[src/rtl/pipeline_ctrl.sv]
// Purpose: hazard/stall/flush controller for a five-stage in-order pipeline.
// Latency: stage enables and flushes are combinational from state and current inputs; state and counters update on the next stg_clk edge.
// Backpressure: a pending memory access (mem_req & ~mem_ready) freezes every stage until mem_ready rises.
module pipeline_ctrl (
  input  logic        stg_clk,
  input  logic        reset,
  input  logic        id_valid,
  input  logic [4:0]  id_rs1,
  input  logic [4:0]  id_rs2,
  input  logic        id_rs1_used,
  input  logic        id_rs2_used,
  input  logic [4:0]  ex_rd,
  input  logic        ex_rd_memory,
  input  logic        ex_save_to_reg,
  input  logic        ex_branch_taken,
  input  logic        mem_req,
  input  logic        mem_ready,
  output logic        pc_ena,
  output logic        if_id_ena,
  output logic        id_ex_ena,
  output logic        if_id_x,
  output logic        id_ex_x,
  output logic [1:0]  state,
  output logic [15:0] stall_cnt,
  output logic [7:0]  flush_cnt
);

  typedef enum logic [1:0] {
    ST_RUN        = 2'd0,
    ST_LOAD_STALL = 2'd1,
    ST_FLUSH      = 2'd2,
    ST_MEM_WAIT   = 2'd3
  } ctrl_state_t;

  ctrl_state_t state_q;
  ctrl_state_t state_nxt;

  logic freeze;
  logic branch;
  logic rs1_hit;
  logic rs2_hit;
  logic load_use_raw;
  logic load_use;
  logic flush_accept;

  assign state = state_q;

  // Hazard conditions. A load to x0 never produces a value, so it never stalls.
  // The load-use check is masked while execute already holds the bubble
  // (LOAD_STALL) and while the fetch redirect is still draining (FLUSH).
  always_comb begin
    freeze       = mem_req & ~mem_ready;
    branch       = ex_branch_taken;
    rs1_hit      = id_rs1_used & (id_rs1 == ex_rd);
    rs2_hit      = id_rs2_used & (id_rs2 == ex_rd);
    load_use_raw = id_valid & ex_rd_memory & ex_save_to_reg & (ex_rd != 5'd0) &
                   (rs1_hit | rs2_hit);
    load_use     = load_use_raw & (state_q != ST_LOAD_STALL) & (state_q != ST_FLUSH);
    flush_accept = branch & ~freeze & ~reset;
  end

  // State register; reset abandons any stall, flush or freeze in progress.
  always_ff @(posedge stg_clk or posedge reset) begin
    if (reset) begin
      state_q <= ST_RUN;
    end else begin
      state_q <= state_nxt;
    end
  end

  // Next state: freeze beats branch beats load-use, identically in every state.
  // A branch held in execute across a freeze is picked up on the exit cycle
  // because execute is frozen and keeps presenting it.
  always_comb begin
    state_nxt = ST_RUN;
    if (freeze) begin
      state_nxt = ST_MEM_WAIT;
    end else if (branch) begin
      state_nxt = ST_FLUSH;
    end else if (load_use) begin
      state_nxt = ST_LOAD_STALL;
    end else begin
      state_nxt = ST_RUN;
    end
  end

  // Stage enables and flushes; all quiet while reset is asserted.
  // FLUSH keeps if_id_x high one extra cycle to kill the fetch that was
  // already in flight in the 1-cycle instruction memory.
  always_comb begin
    pc_ena    = 1'b1;
    if_id_ena = 1'b1;
    id_ex_ena = 1'b1;
    if_id_x   = 1'b0;
    id_ex_x   = 1'b0;
    if (reset) begin
      pc_ena    = 1'b0;
      if_id_ena = 1'b0;
      id_ex_ena = 1'b0;
    end else if (freeze) begin
      pc_ena    = 1'b0;
      if_id_ena = 1'b0;
      id_ex_ena = 1'b0;
    end else if (branch) begin
      if_id_x   = 1'b1;
      id_ex_x   = 1'b1;
    end else if (load_use) begin
      pc_ena    = 1'b0;
      if_id_ena = 1'b0;
      id_ex_x   = 1'b1;
    end else begin
      if_id_x   = (state_q == ST_FLUSH);
    end
  end

  // Counts cycles in which the PC did not advance, saturating.
  always_ff @(posedge stg_clk or posedge reset) begin
    if (reset) begin
      stall_cnt <= 16'd0;
    end else if (!pc_ena && (stall_cnt != 16'hFFFF)) begin
      stall_cnt <= stall_cnt + 16'd1;
    end
  end

  // Counts taken branches actually acted on (not those held under a freeze), saturating.
  always_ff @(posedge stg_clk or posedge reset) begin
    if (reset) begin
      flush_cnt <= 8'd0;
    end else if (flush_accept && (flush_cnt != 8'hFF)) begin
      flush_cnt <= flush_cnt + 8'd1;
    end
  end

endmodule

[config.mk]
export PLATFORM = sky130hd
export DESIGN_NAME = pipeline_ctrl
export DESIGN_NICKNAME = d
export VERILOG_FILES = /design/src/rtl/pipeline_ctrl.sv
export SDC_FILE = /design/constraint.sdc
export NUM_CORES = 1
export LEC_CHECK = 0
export CAP_MARGIN = 20
export CORE_ASPECT_RATIO = 0.75
export CORE_UTILIZATION = 43
export DETAILED_ROUTE_END_ITERATION = 8
export GPL_ROUTABILITY_DRIVEN = 0
export HOLD_SLACK_MARGIN = 0.06
export PLACE_DENSITY = 0.86
export SYNTH_ARGS = -nofsm -noshare
export SYNTH_HDL_FRONTEND = slang
export SYNTH_SLANG_ARGS = --single-unit
[constraint.sdc]
create_clock -name stg_clk -period 2.2 [get_ports stg_clk]
set_input_delay 0.22 -clock stg_clk [delete_from_list [all_inputs] [get_ports stg_clk]]
set_output_delay 0.22 -clock stg_clk [all_outputs]
set_load 0.01 [all_outputs]
==> reports/metrics.csv, run 1 <==
metric,value,unit
gr-total-overflow,0,
peakVddDrop,621.5,uV
timing.final.crit_share,0.9807,
cts.sinks,26,
first_iter_violations,34,
grt_pass1_wl,4885,um
hold_buffers,0,
finClkSkew,3.397,ps
synthArstFlopShare,1.000,
clockBufferDepth,2,
critPathMaxFanout,6,
dieArea,3557,um2
syn_inst,132,
n_antenna_cell,0,
initial_core_util,0.4694,
grt_use_total,0.1885,
fp.dieW,68.54,um
core_region_area,3042,um2
clock_latency,260,ps
slew_headroom,0.6966,
p_per_area,815.5,nW/um2
yosysMostFrequentCell,dfrtp_1,
htree_levels,1,
antenna_left,0,
firstDrtPassIters,4,
synth_edf_count,0,
die_h,51.90,um
portBuffers,55,
crit_arrival,2300,ps
cp-end-kind,register,
synth_cell_types,34,
syn-num-nets,159,
leakage,0.0008986,uW
synth-seq-cells,26,
grt_pass1_vias,1171,
antenna_found_initial,0,
tightest_slew,451.0,ps
synthTopCellsByArea,"dfrtp_1 (46%), xnor2_1 (10%), xor2_1 (8.6%), nand2_1 (3.2%), and3_1 (3.1%)",
dp_cells,234,
dpl.hpwl,2560,um
cts_tree,built,
area_growth,50.04,%
yosys_warnings,0,
fmax,463.5,MHz
drive_gt1_frac,0.1600,
dr_total_vias,1270,
cts.clk_slew.worst_paths,80,ps
drc_errors,0,
post-route-min-period,2158,ps
fp-row-count,17,
syn_avg_cell_area,10.82,um2
synth_top_area_share,0.4557,
hold_class,in2async,
startpoint_type,input port,
totalWireLength,3350,um
criticalPathCategory,in2reg,
cts_buffers,3,
setup_violations,0,
grt_max_degree,27,
layout.nets,229,
cts-root-buf,clkbuf_8,
avgViaCountPerCell,5.336,
instances_no_fill,238,
wl_per_cell,14.08,um
nFillCells,222,
status,"complete, no violations",
synthTopCellsByCount,"dfrtp_1 (26), xnor2_1 (17), xor2_1 (14)",
critical_path_required,2350,ps
maxSlewViolCount,0,
max_cap_violations,0,
fin_area,2142,um2
synth_area_leader_cell,dfrtp_1,
synth_ff_type,dfrtp_1,
rsz0062_at_grt,false,
netlist_area,1428,um2
hold_violations,0,
synth-seq-area-share,0.4557,
ios,56,
dpl_cell_area,2092,um2
[repair_timing]
action / 4_1_cts / 5_1_grt
setup buffers: 1 / 0
resized for setup: 12 / 4
pin swaps: 3 / 2
endpoints found under the setup margin: 4 / 3
[cells by family (layout without fill, tap and decap cells)]
group           count (synthesis)  after routing  share of synthesized area
compound gates                  7              7                    0.04996
flops                          26             26                     0.4557
mux                             4              4                    0.03418
xor+xnor                       31             31                     0.1902
simple gates                   56             56                     0.2279
buf+inv                         6             74                    0.02454
fa+ha+maj                       2              2                    0.01753
[critical path, cell delays in order]
cell and delay (ps):
clkdlybuf4s50_1 420, or4_4 540, o211ai_2 170, buf_4 130
nor2_2 40, a21boi_4 220, buf_4 190, nor3_1 60
mux2_1 310
[layer usage]
metal,share of wire,GRT usage,vias to the layer above
li1,-,-,599
met1,0.42,0.2282,618
met2,0.46,0.3235,47
met3,0.098,0.04386,6
met4,0.015,0.06944,0
met5,0,0,-
[power by group]
group | internal, uW | switching (uW) | total [uW]
Clock | 122 | 128 | 251
Combinational | 440 | 273 | 713
Sequential | 614 | 169 | 783
[state kept, by name, indices dropped and copies added, names as in the netlist]
register,flops
flush_cnt,8
stall_cnt,16
state,2
[metrics by stage]
| step | TNS [ps] | worst slack (ps) | utilization | hold WS (ps) | total power (uW) |
|---|---|---|---|---|---|
| after floorplan | 0 | 398.6 | - | 260.0 | 1088 |
| after CTS | 0 | 1.326 | 0.7005 | 397.3 | 1765 |
| after detailed placement | -2885 | -335.2 | 0.6878 | 482.2 | 1505 |
| final | 0 | 42.48 | 0.7042 | 391.1 | 1747 |
| after global placement | -1783 | -287.1 | 0.6878 | 477.2 | 1482 |
| after global routing | 0 | 2.193 | 0.7042 | 429.8 | 1863 |
[worst paths after layout]
path / startpoint / endpoint / slack (ps) / cells past startpoint
max: ex_rd[2] / stall_cnt[12] / 40 / 9
min: reset / state[1] / 390 / 3
max reg2reg: state[0] / stall_cnt[14] / 210 / 8
min reg2reg: flush_cnt[5] / flush_cnt[5] / 490 / 1
max in group asynchronous: reset / stall_cnt[4] / 1560 / 3
min in group stg_clk: flush_cnt[5] / flush_cnt[5] / 490 / 1
[cell usage in the layout (no fill, tap or decap), types with 2 or more instances in the layout]
| master | n |
|---|---|
| clkdlybuf4s50_1 | 51 |
| buf_4 | 13 |
| ha_1 | 2 |
| and3_1 | 7 |
| nand4_1 | 6 |
| nand3_1 | 6 |
| buf_2 | 3 |
| dfrtp_1 | 26 |
| nor4_1 | 4 |
| inv_1 | 3 |
| nand2_1 | 12 |
| mux2_1 | 2 |
| nor4b_1 | 3 |
| xor2_1 | 14 |
| xnor2_1 | 17 |
| nor2_2 | 2 |
| clkbuf_8 | 3 |
| nor3_1 | 6 |
[layout make-up]
cell class              instances  area (um2)  area share
inverters                       3       11.26    0.005257
multi-input cells             100       759.5      0.3546
repair buffers                 68       631.9      0.2950
flip-flops and latches         26       650.6      0.3037
clock buffers                   3       41.29     0.01928
well taps                      38       47.55     0.02220
No activity file was read; power rests on OpenSTA's default activity.
==> inputs of run 2 (changes only) <==
- CORE_ASPECT_RATIO: 0.75 -> not set
- clock period: 2.2 -> 2.05 ns (I/O delays scaled with it)
==> run 2 against run 1 <==
Compared with the run above: clock power increased by 41%; power rose by 13%; critical endpoint is now stall_cnt[15]; non-clock buffer count is the same; largest cell class unchanged.
==> reports/metrics.csv, run 2 (synthesis gave the netlist of run 1 again) <==
metric,value,unit,change
status,"complete, no violations",,
crit_arrival,2270,ps,-30 ps
grt_use_total,0.2128,,+0.02426
antenna_left,0,,unchanged
grt_pass1_wl,5706,um,+17%
gr-total-overflow,0,,unchanged
max_cap_violations,0,,unchanged
first_iter_violations,56,,+65%
fp-row-count,20,,+3
grt_max_degree,17,,-37%
nFillCells,243,,+9.5%
dr_total_vias,1274,,+0.31%
hold_class,in2async,,
antenna_found_initial,0,,unchanged
tightest_slew,414.3,ps,-36.70 ps
hold_violations,0,,unchanged
post-route-min-period,2008,ps,
cts_buffers,3,,unchanged
cts.clk_slew.worst_paths,150,ps,+70 ps
grt_pass1_vias,1322,,+13%
largest_reg_flops,16,,unchanged
swShare,0.3281,,+0.001559
setup_violations,0,,unchanged
final.setup.tns,0,ps,unchanged
netSwitchingPower,650.2,uW,+14%
ios,56,,unchanged
startpoint_type,register,,
area_growth,54.25,%,
finClkSkew,17.43,ps,+14.04 ps
peakVddDrop,922.3,uV,+48%
critPathMaxFanout,5,,-1
totalWireLength,3665,um,+9.4%
layout.nets,229,,unchanged
criticalPathCategory,reg2reg,,
setup.worst_path.start,stall_cnt[6],,
seqPwrFrac,0.425,,-0.023
hold_buffers,0,,unchanged
power.internal,1332,uW,+13%
p_per_area,900.0,nW/um2,+10%
maxSlewViolCount,0,,unchanged
finalPower,1982,uW,+13%
die_h,59.62,um,+15%
cts.sinks,26,,unchanged
rrSetupSlack,40,ps,-170 ps
firstDrtPassIters,4,,unchanged
portBuffers,55,,unchanged
cp-end-kind,register,,
avgViaCountPerCell,5.200,,-2.6%
initial_core_util,0.4601,,-0.009274
dieArea,3555,um2,about the same
pwr-share-comb,0.397,,-0.011
reg2reg_from,stall_cnt[6],,
cts-root-buf,clkbuf_4,,
dpl.hpwl,2705,um,+5.7%
htree_levels,1,,unchanged
fmax,497.9,MHz,
r2r_end,stall_cnt[15],,
n_antenna_cell,0,,unchanged
timing.final.crit_share,0.9797,,
layout_common_cells,"clkdlybuf4s50_1 (47), dfrtp_1 (25), xnor2_1 (15), xor2_1 (14)",,
cts_tree,built,,
layout_commonest_cell,clkdlybuf4s50_1,,
r2r_cells,6,,-2
critical_path_required,2310,ps,-40 ps
core_region_area,3103,um2,+2.0%
drive_gt1_frac,0.1741,,+0.01413
clock_latency,330,ps,+70 ps
fp.dieW,59.62,um,-13%
leakage,0.0009466,uW,+5.3%
clkPwrFrac,0.178,,+0.035
clockBufferDepth,2,,unchanged
slew_headroom,0.7199,,+0.02335
wl_per_cell,14.96,um,+6.3%
top_register,stall_cnt,,
drc_errors,0,,unchanged
run 2: critical path, cell delays in order (launching register included):
cell and delay, ps:
dfrtp_1 440, and3_1 210, and3_1 250, nand3_1 120, or4_1 510, nor3_1 220
xor2_1 190
run 2: per-stage QoR:
step           setup slack [ps]  utilization  hold WS, ps  cells  cell area, um2
2_1_floorplan             248.6            -        245.0    132            1428
3_3_place_gp             -416.0       0.6766        473.4    240            2100
3_5_place_dp             -429.6       0.6766        476.6    240            2100
4_1_cts                   10.34       0.6923        219.0    245            2148
5_1_grt                -0.03508       0.7097        240.7    245            2202
6_report                  41.57       0.7097        208.8    245            2202
run 2: layout make-up:
| cell class | instances | area [um2] | share of cell area |
|---|---|---|---|
| clock buffers | 3 | 22.52 | 0.01023 |
| clock inverters | 1 | 30.03 | 0.01364 |
| inverters | 3 | 11.26 | 0.005114 |
| multi-input cells | 100 | 788.3 | 0.3580 |
| flip-flops and latches | 26 | 651.9 | 0.2960 |
| well taps | 44 | 55.05 | 0.02500 |
| repair buffers | 68 | 643.1 | 0.2920 |
run 2: power by group through the flow:
| stage | Clock [uW] | Sequential [uW] | Combinational, uW |
|---|---|---|---|
| floorplan | 0 | 882 | 285 |
| global placement | 0 | 832 | 754 |
| detailed placement | 0 | 841 | 780 |
| CTS | 360 | 838 | 785 |
| global route | 369 | 865 | 846 |
| finish | 353 | 841 | 788 |
run 2: worst max path at each step:
stage,slack [ps],cells past startpoint,end
2_1_floorplan,250,7,stall_cnt[6]
3_3_place_gp,-420,6,id_ex_x
3_5_place_dp,-430,6,id_ex_x
4_1_cts,10,6,pc_ena
5_1_grt,-0.04,6,stall_cnt[15]
6_report,40,6,stall_cnt[15]
run 2: per-layer routing:
metal / track usage / routed length [um] / vias to the layer above
li1: - / - / 608
met1: 0.2497 / 1475 / 608
met2: 0.3836 / 1849 / 52
met3: 0.04803 / 312 / 6
met4: 0.06645 / 28 / 0
met5: 0 / 0 / -
run 2: repair_timing:
action | 4_1_cts | 5_1_grt
setup endpoints to repair | 6 | 7
resized for setup | 9 | 14
buffers inserted | 1 | 0
pin swaps | 3 | 4
